File: config.mk
export PLATFORM = sky130hd
export DESIGN_NAME = mesh_edge_injector_flat
export DESIGN_NICKNAME = d
export VERILOG_FILES = /design/src/rtl/mesh_edge_injector_if.sv /design/src/rtl/mesh_edge_injector.sv /design/src/flat_wrapper.sv
export SDC_FILE = /design/constraint.sdc
export NUM_CORES = 1
export LEC_CHECK = 0
export CORE_AREA = 2 2 89 91
export DETAILED_ROUTE_END_ITERATION = 10
export DIE_AREA = 0 0 91 93
export HOLD_SLACK_MARGIN = 0.02
export PLACE_DENSITY = 0.72
export SLEW_MARGIN = 20
export SYNTH_ARGS = -nofsm -noshare
export SYNTH_HDL_FRONTEND = slang
export SYNTH_SLANG_ARGS = --single-unit
File: constraint.sdc
create_clock -name rt_clk -period 3.7 [get_ports rt_clk]
set_input_delay 1.11 -clock rt_clk [delete_from_list [all_inputs] [get_ports rt_clk]]
set_output_delay 1.11 -clock rt_clk [all_outputs]
set_load 0.03 [all_outputs]
File: src/rtl/mesh_edge_injector_if.sv
// Edge-port bundle: packet source handshake on one side, mesh edge flit port on the other.
interface mesh_edge_injector_if #(
   parameter int unsigned FLIT_WIDTH = 4,
   parameter int unsigned PKT_WIDTH  = 16
);
   logic [PKT_WIDTH-1:0]  pkt_in;
   logic                  pkt_valid;
   logic                  pkt_ready;
   logic [FLIT_WIDTH-1:0] flit_out;
   logic                  flit_en;
   logic                  port_full;
   logic                  busy;
   logic [7:0]            sent_count;

   modport master (
      output pkt_in, pkt_valid, port_full,
      input  pkt_ready, flit_out, flit_en, busy, sent_count
   );

   modport slave (
      input  pkt_in, pkt_valid, port_full,
      output pkt_ready, flit_out, flit_en, busy, sent_count
   );
endinterface

File: src/rtl/mesh_edge_injector.sv
// Buffers whole spike packets in a small FIFO and serializes each into
// MSB-first flits on a mesh edge port, stalling while the port is full.
module mesh_edge_injector #(
   parameter int unsigned FLIT_WIDTH    = 4,
   parameter int unsigned FLITS_PER_PKT = 4,
   parameter int unsigned PKT_WIDTH     = 16,
   parameter int unsigned FIFO_DEPTH    = 4,
   parameter int unsigned FIFO_AW       = 2
) (
   input logic                  rt_clk,
   input logic                  rt_reset,
   mesh_edge_injector_if.slave  edge_bus
);
   localparam int unsigned IDX_W = (FLITS_PER_PKT > 1) ? $clog2(FLITS_PER_PKT) : 1;
   localparam int unsigned CNT_W = FIFO_AW + 1;

   localparam logic [0:0] IDLE = 1'b0;
   localparam logic [0:0] SEND = 1'b1;

   logic [0:0]           state, state_nxt;
   logic [PKT_WIDTH-1:0] mem [FIFO_DEPTH];
   logic [FIFO_AW-1:0]   wr_ptr, rd_ptr;
   logic [CNT_W-1:0]     count;
   logic [PKT_WIDTH-1:0] shreg, shreg_nxt;
   logic [IDX_W-1:0]     idx, idx_nxt;
   logic [7:0]           sent, sent_nxt;
   logic                 push, pop;

   assign push = edge_bus.pkt_valid & edge_bus.pkt_ready;

   assign edge_bus.pkt_ready  = (count != CNT_W'(FIFO_DEPTH));
   assign edge_bus.busy       = (count != '0) | (state == SEND);
   assign edge_bus.flit_en    = (state == SEND) & ~edge_bus.port_full & ~rt_reset;
   assign edge_bus.flit_out   = shreg[PKT_WIDTH-1 -: FLIT_WIDTH];
   assign edge_bus.sent_count = sent;

   // FIFO storage carries no reset; validity lives in the pointers and count.
   always_ff @(posedge rt_clk) begin
      if (push) mem[wr_ptr] <= edge_bus.pkt_in;
   end

   always_ff @(posedge rt_clk) begin
      if (rt_reset) begin
         state  <= IDLE;
         wr_ptr <= '0;
         rd_ptr <= '0;
         count  <= '0;
         shreg  <= '0;
         idx    <= '0;
         sent   <= '0;
      end else begin
         state <= state_nxt;
         shreg <= shreg_nxt;
         idx   <= idx_nxt;
         sent  <= sent_nxt;
         if (push) wr_ptr <= wr_ptr + 1'b1;
         if (pop)  rd_ptr <= rd_ptr + 1'b1;
         case ({push, pop})
            2'b10:   count <= count + 1'b1;
            2'b01:   count <= count - 1'b1;
            default: count <= count;
         endcase
      end
   end

   // Pop in IDLE (no fall-through), then one flit per cycle the port accepts.
   always_comb begin
      state_nxt = state;
      shreg_nxt = shreg;
      idx_nxt   = idx;
      sent_nxt  = sent;
      pop       = 1'b0;
      case (state)
         IDLE: begin
            if (count != '0) begin
               pop       = 1'b1;
               shreg_nxt = mem[rd_ptr];
               idx_nxt   = '0;
               state_nxt = SEND;
            end
         end
         SEND: begin
            if (!edge_bus.port_full) begin
               shreg_nxt = {shreg[PKT_WIDTH-FLIT_WIDTH-1:0], {FLIT_WIDTH{1'b0}}};
               idx_nxt   = idx + 1'b1;
               if (idx == IDX_W'(FLITS_PER_PKT - 1)) begin
                  state_nxt = IDLE;
                  sent_nxt  = sent + 8'd1;
               end
            end
         end
         default: state_nxt = IDLE;
      endcase
   end
endmodule
File: src/flat_wrapper.sv
// flat-port wrapper written by rule: the top's interface ports become plain ports
module mesh_edge_injector_flat 
#(
   parameter int unsigned FLIT_WIDTH    = 4,
   parameter int unsigned FLITS_PER_PKT = 4,
   parameter int unsigned PKT_WIDTH     = 16,
   parameter int unsigned FIFO_DEPTH    = 4,
   parameter int unsigned FIFO_AW       = 2
)
  (rt_clk, rt_reset, edge_bus_pkt_in, edge_bus_pkt_valid, edge_bus_port_full, edge_bus_pkt_ready, edge_bus_flit_out, edge_bus_flit_en, edge_bus_busy, edge_bus_sent_count);
  mesh_edge_injector_if #(.FLIT_WIDTH(FLIT_WIDTH), .PKT_WIDTH(PKT_WIDTH)) edge_bus_i ();
  input logic rt_clk;
  input logic rt_reset;
  input wire logic [$bits(edge_bus_i.pkt_in)-1:0] edge_bus_pkt_in;
  input wire logic [$bits(edge_bus_i.pkt_valid)-1:0] edge_bus_pkt_valid;
  input wire logic [$bits(edge_bus_i.port_full)-1:0] edge_bus_port_full;
  output wire logic [$bits(edge_bus_i.pkt_ready)-1:0] edge_bus_pkt_ready;
  output wire logic [$bits(edge_bus_i.flit_out)-1:0] edge_bus_flit_out;
  output wire logic [$bits(edge_bus_i.flit_en)-1:0] edge_bus_flit_en;
  output wire logic [$bits(edge_bus_i.busy)-1:0] edge_bus_busy;
  output wire logic [$bits(edge_bus_i.sent_count)-1:0] edge_bus_sent_count;
  assign edge_bus_i.pkt_in = edge_bus_pkt_in;
  assign edge_bus_i.pkt_valid = edge_bus_pkt_valid;
  assign edge_bus_i.port_full = edge_bus_port_full;
  assign edge_bus_pkt_ready = edge_bus_i.pkt_ready;
  assign edge_bus_flit_out = edge_bus_i.flit_out;
  assign edge_bus_flit_en = edge_bus_i.flit_en;
  assign edge_bus_busy = edge_bus_i.busy;
  assign edge_bus_sent_count = edge_bus_i.sent_count;
  mesh_edge_injector #(.FLIT_WIDTH(FLIT_WIDTH), .FLITS_PER_PKT(FLITS_PER_PKT), .PKT_WIDTH(PKT_WIDTH), .FIFO_DEPTH(FIFO_DEPTH), .FIFO_AW(FIFO_AW)) u_core (.rt_clk(rt_clk), .rt_reset(rt_reset), .edge_bus(edge_bus_i));
endmodule
==> results.toml, run 1 <==
[logic_synthesis]
postSynth.asyncResetShare_pct = 0
synth.cell_area_um2 = 3984
synth_cell_types = 36
post_synth_inst_count = 275
synthesis.nets = 303
yosysSeqAreaShare_pct = 66.33
ys.flop_type = "edfxtp_1"
yosysWarningCount = 0
synth_seq_cells = 100
avgSynthCellArea_um2 = 14.49
synth_edf_count = 64

[power_and_ir_drop]
power_uw = 3060
power.density_nw_per_um2 = 667.6
peakVddDrop_v = 0.0003823
p_leak_uw = 0.001557

[place]
dp_cells = 400
gp_congestion = 0.7046
io_buffers = 34
dpl_cell_area_um2 = 4390
pre_cts_slack_ns = 0.4599
dp_hpwl_um = 4188

[timing]
fin_skew_ns = 0.006331
final_max_slew_viol_count = 0
setup_violations = 0
worst-slew-pin-transition_ns = 0.9814
fmax_mhz = 308.0
rsz0062_at_grt = "no"
setup_ws_ns = 0.4536
finalSetupTns_ns = 0
hold_viol = 0
relSlewSlack_pct = 34.33
min_period_ns = 3.246
fin_crit_sh_pct = 87.74

[finish]
multi_input_area_um2 = 1207
final_nets = 337
fill_cells = 621
fin_cells = 416
final_cell_mix = "64 x edfxtp_1, 35 x dfxtp_1, 33 x clkdlybuf4s50_1"
final_common_cell = "edfxtp_1"
regArea_um2 = 2644
final_layout_size_suffix_gt1_share_pct = 10.19
post-route-cell-area_um2 = 4583
diodes = 0
syn2layout_area_growth_pct = 15.04

[clock_tree]
root_buffer = "clkbuf_8"
clk_latency_ns = 0.35
cts_inserted_buffers = 9
cts_resized = 0
htree_levels = 3
tritoncts = "done"
cts_buffer_depth = 2
hold_buffers = 0
clkTransAtPathRegs_ns = 0.09
cts_setup_buffers = 0
clock-sinks = 100

[setup_path]
crit_chain = "clkdlybuf4s50_1 -> nor2b_1 -> nor2b_1 -> buf_4"
cp_num_buf_inv = 2
cp_slowest_stage_delay_ns = 0.45
cp_slowest_cell = "clkdlybuf4s50_1"
setup.worst_path.class = "in2out"
worstPathArrival_ns = 2.14
start_kind = "input pin"
path_depth = 4
worstSetupEndpointType = "output port"
crit_required_ns = 2.59
cp_max_fo = 4
ff2ff_path_depth = 8
cp_top_family = "buffers and inverters"
path_common_cell = "nor2b_1"

[global_routing]
grt_pass1_vias = 2232
grt_use_total_pct = 17.29
gr-total-overflow = 0
grt_pass1_wl_um = 11170
grt_max_degree = 25
antenna_found_initial = 0

[floorplanning]
num_rows = 32
start_util_pct = 52.93
ios = 35
die_h_um = 93
die_w_um = 91
core_area_um2 = 7527
die-area_um2 = 8463

[drt]
drc = 0
ant_nets = 0
wl_met3_um = 242
wl_met2_um = 3287
first_pass_iters = 4
wl_met1_um = 3171
vias_per_cell = 5.433
num_vias = 2260
wire_per_inst_um = 16.25
highest_layer = "met4"
drt_iter0_drc = 98
wl_um = 6761

[worst_hold_path]
hold-path-cell-count = 1
hold_class = "reg2reg"

[run]
max_cap_viol_count = 0

[run_status]
outcome = "finished, final reports clean"
## cell families after synthesis
family / Yosys count / share of synthesized area [%]
buffers and inverters: 24 / 3.361
AND/OR/NAND/NOR: 56 / 8.040
multiplexers: 28 / 8.292
adder cells (fa/ha/maj): 8 / 2.701
XOR/XNOR: 4 / 0.8793
AO/OA/AOI/OAI: 55 / 10.40
flip-flops: 100 / 66.33
## registers in the layout, indices dropped and copies added (netlist names), named ones only
register                    flops
u_core.count                    3
u_core.idx                      2
u_core.mem                     64
u_core.shreg                   16
u_core.state                    1
u_core.wr_ptr                   2
u_core.edge_bus.sent_count      8
u_core.rd_ptr                   2
## Yosys cell counts (6+ instances only)
| cell type | number | area (µm²) |
|---|---|---|
| nand2_1 | 7 | 26.28 |
| inv_1 | 6 | 22.52 |
| edfxtp_1 | 64 | 1922 |
| nor2_1 | 9 | 33.78 |
| a22o_1 | 15 | 131.4 |
| mux2i_1 | 24 | 240.2 |
| clkbuf_1 | 7 | 26.28 |
| nor2b_1 | 15 | 93.84 |
| ha_1 | 7 | 87.58 |
| a221oi_1 | 12 | 105.1 |
| dfxtp_1 | 36 | 720.7 |
| a21oi_1 | 14 | 70.07 |
## where the power goes
part	total, µW	switching, µW	leakage [µW]	internal (µW)
Sequential	1470	122	0.000882	1350
Combinational	921	496	0.000582	426
Clock	666	353	0.0000927	313
## path summary, 6_finish.rpt
kind	startpoint	endpoint	slack [ns]
worst max register to register	u_core.count[2]$_SDFFE_PP0P_	u_core.count[2]$_SDFFE_PP0P_	1.35
worst min-delay path	u_core.shreg[12]$_SDFFE_PP0P_	u_core.shreg[12]$_SDFFE_PP0P_	0.48
worst min register to register	u_core.shreg[12]$_SDFFE_PP0P_	u_core.shreg[12]$_SDFFE_PP0P_	0.48
worst max-delay path	edge_bus_port_full	edge_bus_flit_en	0.45
## layout make-up
class | count | share of cell area, %
clock buffers | 10 | 2.785
clock inverters | 6 | 1.392
inverters | 6 | 0.4914
multi-input cells | 151 | 26.34
flip-flops and latches | 100 | 57.68
well taps | 102 | 2.785
repair buffers | 41 | 8.518
## through the flow
step / hold WS [ns] / utilization, %
detailed placement: 0.4618 / 58.33
global placement: 0.4607 / 58.33
CTS: 0.4880 / 60.87
floorplan: 0.4436 / -
global route: 0.5026 / 60.89
finish: 0.4830 / 60.89
## worst register-to-register path: stages (launching register included)
cell and delay [ns]:
dfxtp_1 0.40, or3b_1 0.51, nand2_1 0.13, ha_1 0.18, inv_1 0.06, fa_1 0.37, xor2_1 0.18, or3_1 0.31
a21oi_1 0.15
## per-layer routing
layer  vias to the layer above  GRT usage, %
met5                         -             0
met4                         0         4.545
met3                         6         5.318
met2                        40         28.64
met1                      1097         22.35
li1                       1117             -
No activity file was read; power rests on OpenSTA's default activity.
==> run 2: changes to the inputs <==
- DONT_BUFFER_PORTS: default -> 1
- PLACE_DENSITY: 0.72 -> 0.66
- SKIP_LAST_GASP: default -> 1
==> run 2 against run 1 <==
Via count decreased by 6.8%. Total power fell by 5.3%. Wire length is 2.8% lower. Sequential power hardly changed. Highest routed layer unchanged.
==> results.toml, run 2 (synthesis gave the netlist of run 1 again) <==
[run_status]
outcome = "finished, final reports clean"

[power_and_ir_drop]
p_seq_share_pct = 51.8
p_sw_share_pct = 31.95
p_int_uw = 1972
p_comb_share_pct = 27.5
clkPwrFrac_pct = 20.7
switching_power_uw = 925.9
peakVddDrop_v = 0.0002880
p_leak_uw = 0.001396
power.density_nw_per_um2 = 693.4

[drt]
wl_um = 6569
vias_per_cell = 5.589
drt_iter0_drc = 150
wire_per_inst_um = 17.42
first_pass_iters = 4
num_vias = 2107
ant_nets = 0
drc = 0

[floorplanning]
die_h_um = 93
core_area_um2 = 7527
ios = 35
die_w_um = 91
num_rows = 32
start_util_pct = 52.93
die-area_um2 = 8463

[worst_hold_path]
hold_class = "reg2reg"

[timing]
hold_viol = 0
final_max_slew_viol_count = 0
relSlewSlack_pct = 28.17
finalSetupTns_ns = 0
fin_skew_ns = 0.01170
rsz0062_at_grt = "no"
worst-slew-pin-transition_ns = 1.075
setup_violations = 0
fin_crit_sh_pct = 80.14
setup_ws_ns = 0.7349
fmax_mhz = 337.3
min_period_ns = 2.965

[finish]
fill_cells = 640
final_cell_mix = "64 x edfxtp_1, 36 x dfxtp_1, 24 x mux2i_1"
final_common_cell = "edfxtp_1"
largest_register_ffs = 64
post-route-cell-area_um2 = 4179
syn2layout_area_growth_pct = 4.900
diodes = 0
final_nets = 298
regMostFlops = "u_core.mem"
final_layout_size_suffix_gt1_share_pct = 8.364

[global_routing]
grt_pass1_vias = 2074
gr-total-overflow = 0
grt_use_total_pct = 16.28
grt_pass1_wl_um = 10360
grt_max_degree = 24
antenna_found_initial = 0

[setup_path]
worstSetupEndpointType = "output port"
setup.worst_path.class = "in2out"
path_common_cell = "nor2b_1"
cp_slowest_stage_delay_ns = 0.53
crit_required_ns = 2.59
cp_max_fo = 4
start_kind = "input pin"
worstPathArrival_ns = 1.86
cp_slowest_cell = "nor2b_1"
cp_num_buf_inv = 0
crit_chain = "nor2b_1 -> nor2b_1"
cp_top_family = "simple AND/OR/NAND/NOR gates"

[place]
dp_hpwl_um = 3973
dpl_cell_area_um2 = 4015
gp_congestion = 0.6661
pre_cts_slack_ns = 0.7467
io_buffers = 0

[clock_tree]
cts_inserted_buffers = 9
clk_latency_ns = 0.35
hold_buffers = 0
cts_buffer_depth = 2
tritoncts = "done"
clock-sinks = 100
cts_setup_buffers = 0
clkTransAtPathRegs_ns = 0.08
htree_levels = 3
root_buffer = "clkbuf_8"
cts_resized = 0

[run]
max_cap_viol_count = 0
[run 2: changes by cell type in the layout (fill, tap and decap cells not counted), moves of 2 or more]
| cell | before | now |
|---|---|---|
| buf_4 | 8 | 2 |
| clkbuf_1 | 1 | 3 |
| clkdlybuf4s50_1 | 33 | 0 |
| clkinvlp_4 | 2 | 0 |
[run 2: worst paths after layout]
check                                      from                             to  slack [ns]  depth (start not counted)
setup / recovery             edge_bus_port_full               edge_bus_flit_en        0.73                          2
hold / removal    u_core.rd_ptr[1]$_SDFFE_PP0N_  u_core.rd_ptr[1]$_SDFFE_PP0N_        0.47                          2
setup reg to reg   u_core.count[2]$_SDFFE_PP0P_   u_core.count[2]$_SDFFE_PP0P_        1.23                          8
hold reg to reg   u_core.rd_ptr[1]$_SDFFE_PP0N_  u_core.rd_ptr[1]$_SDFFE_PP0N_        0.47                          2
[run 2: layout make-up]
| type | count | area (µm²) | area share [%] |
|---|---|---|---|
| sequential | 100 | 2643 | 63.23 |
| multi-input combinational | 151 | 1207 | 28.89 |
| clock buffer | 13 | 148.9 | 3.563 |
| tap | 102 | 127.6 | 3.054 |
| inverter | 6 | 22.52 | 0.5389 |
| clock inverter | 3 | 15.01 | 0.3593 |
| timing repair buffer | 2 | 15.01 | 0.3593 |
[run 2: worst register-to-register path, delay by kind of cell, from the launching register on]
kind            cells  cell delay (ns)
fa+ha+maj           2             0.56
flops               1             0.39
xor+xnor            1             0.18
compound gates      1             0.13
buf+inv             1             0.06
simple gates        3             1.10
[run 2: power by group through the flow]
stage               Clock (µW)  Sequential, µW  Combinational [µW]
global placement             0            1520                 800
CTS                        616            1500                 807
floorplan                    0            1430                 796
global route               652            1530                 889
detailed placement           0            1530                 805
finish                     601            1500                 797
[run 2: routing by layer]
layer | part of all wire, % | GRT usage [%] | vias to the layer above
met1 | 47 | 21.29 | 1021
met4 | 1.3 | 8.712 | 0
met5 | 0 | 0 | -
li1 | - | - | 1040
met3 | 4.9 | 4.432 | 6
met2 | 47 | 24.94 | 40
[run 2: through the flow]
step | power [µW] | utilization [%] | cells | hold WS (ns)
floorplan | 2227 | - | 275 | 0.4436
global placement | 2322 | 53.34 | 361 | 0.4626
detailed placement | 2334 | 53.34 | 361 | 0.4666
CTS | 2926 | 55.52 | 377 | 0.4788
global route | 3066 | 55.52 | 377 | 0.4946
finish | 2898 | 55.52 | 377 | 0.4737
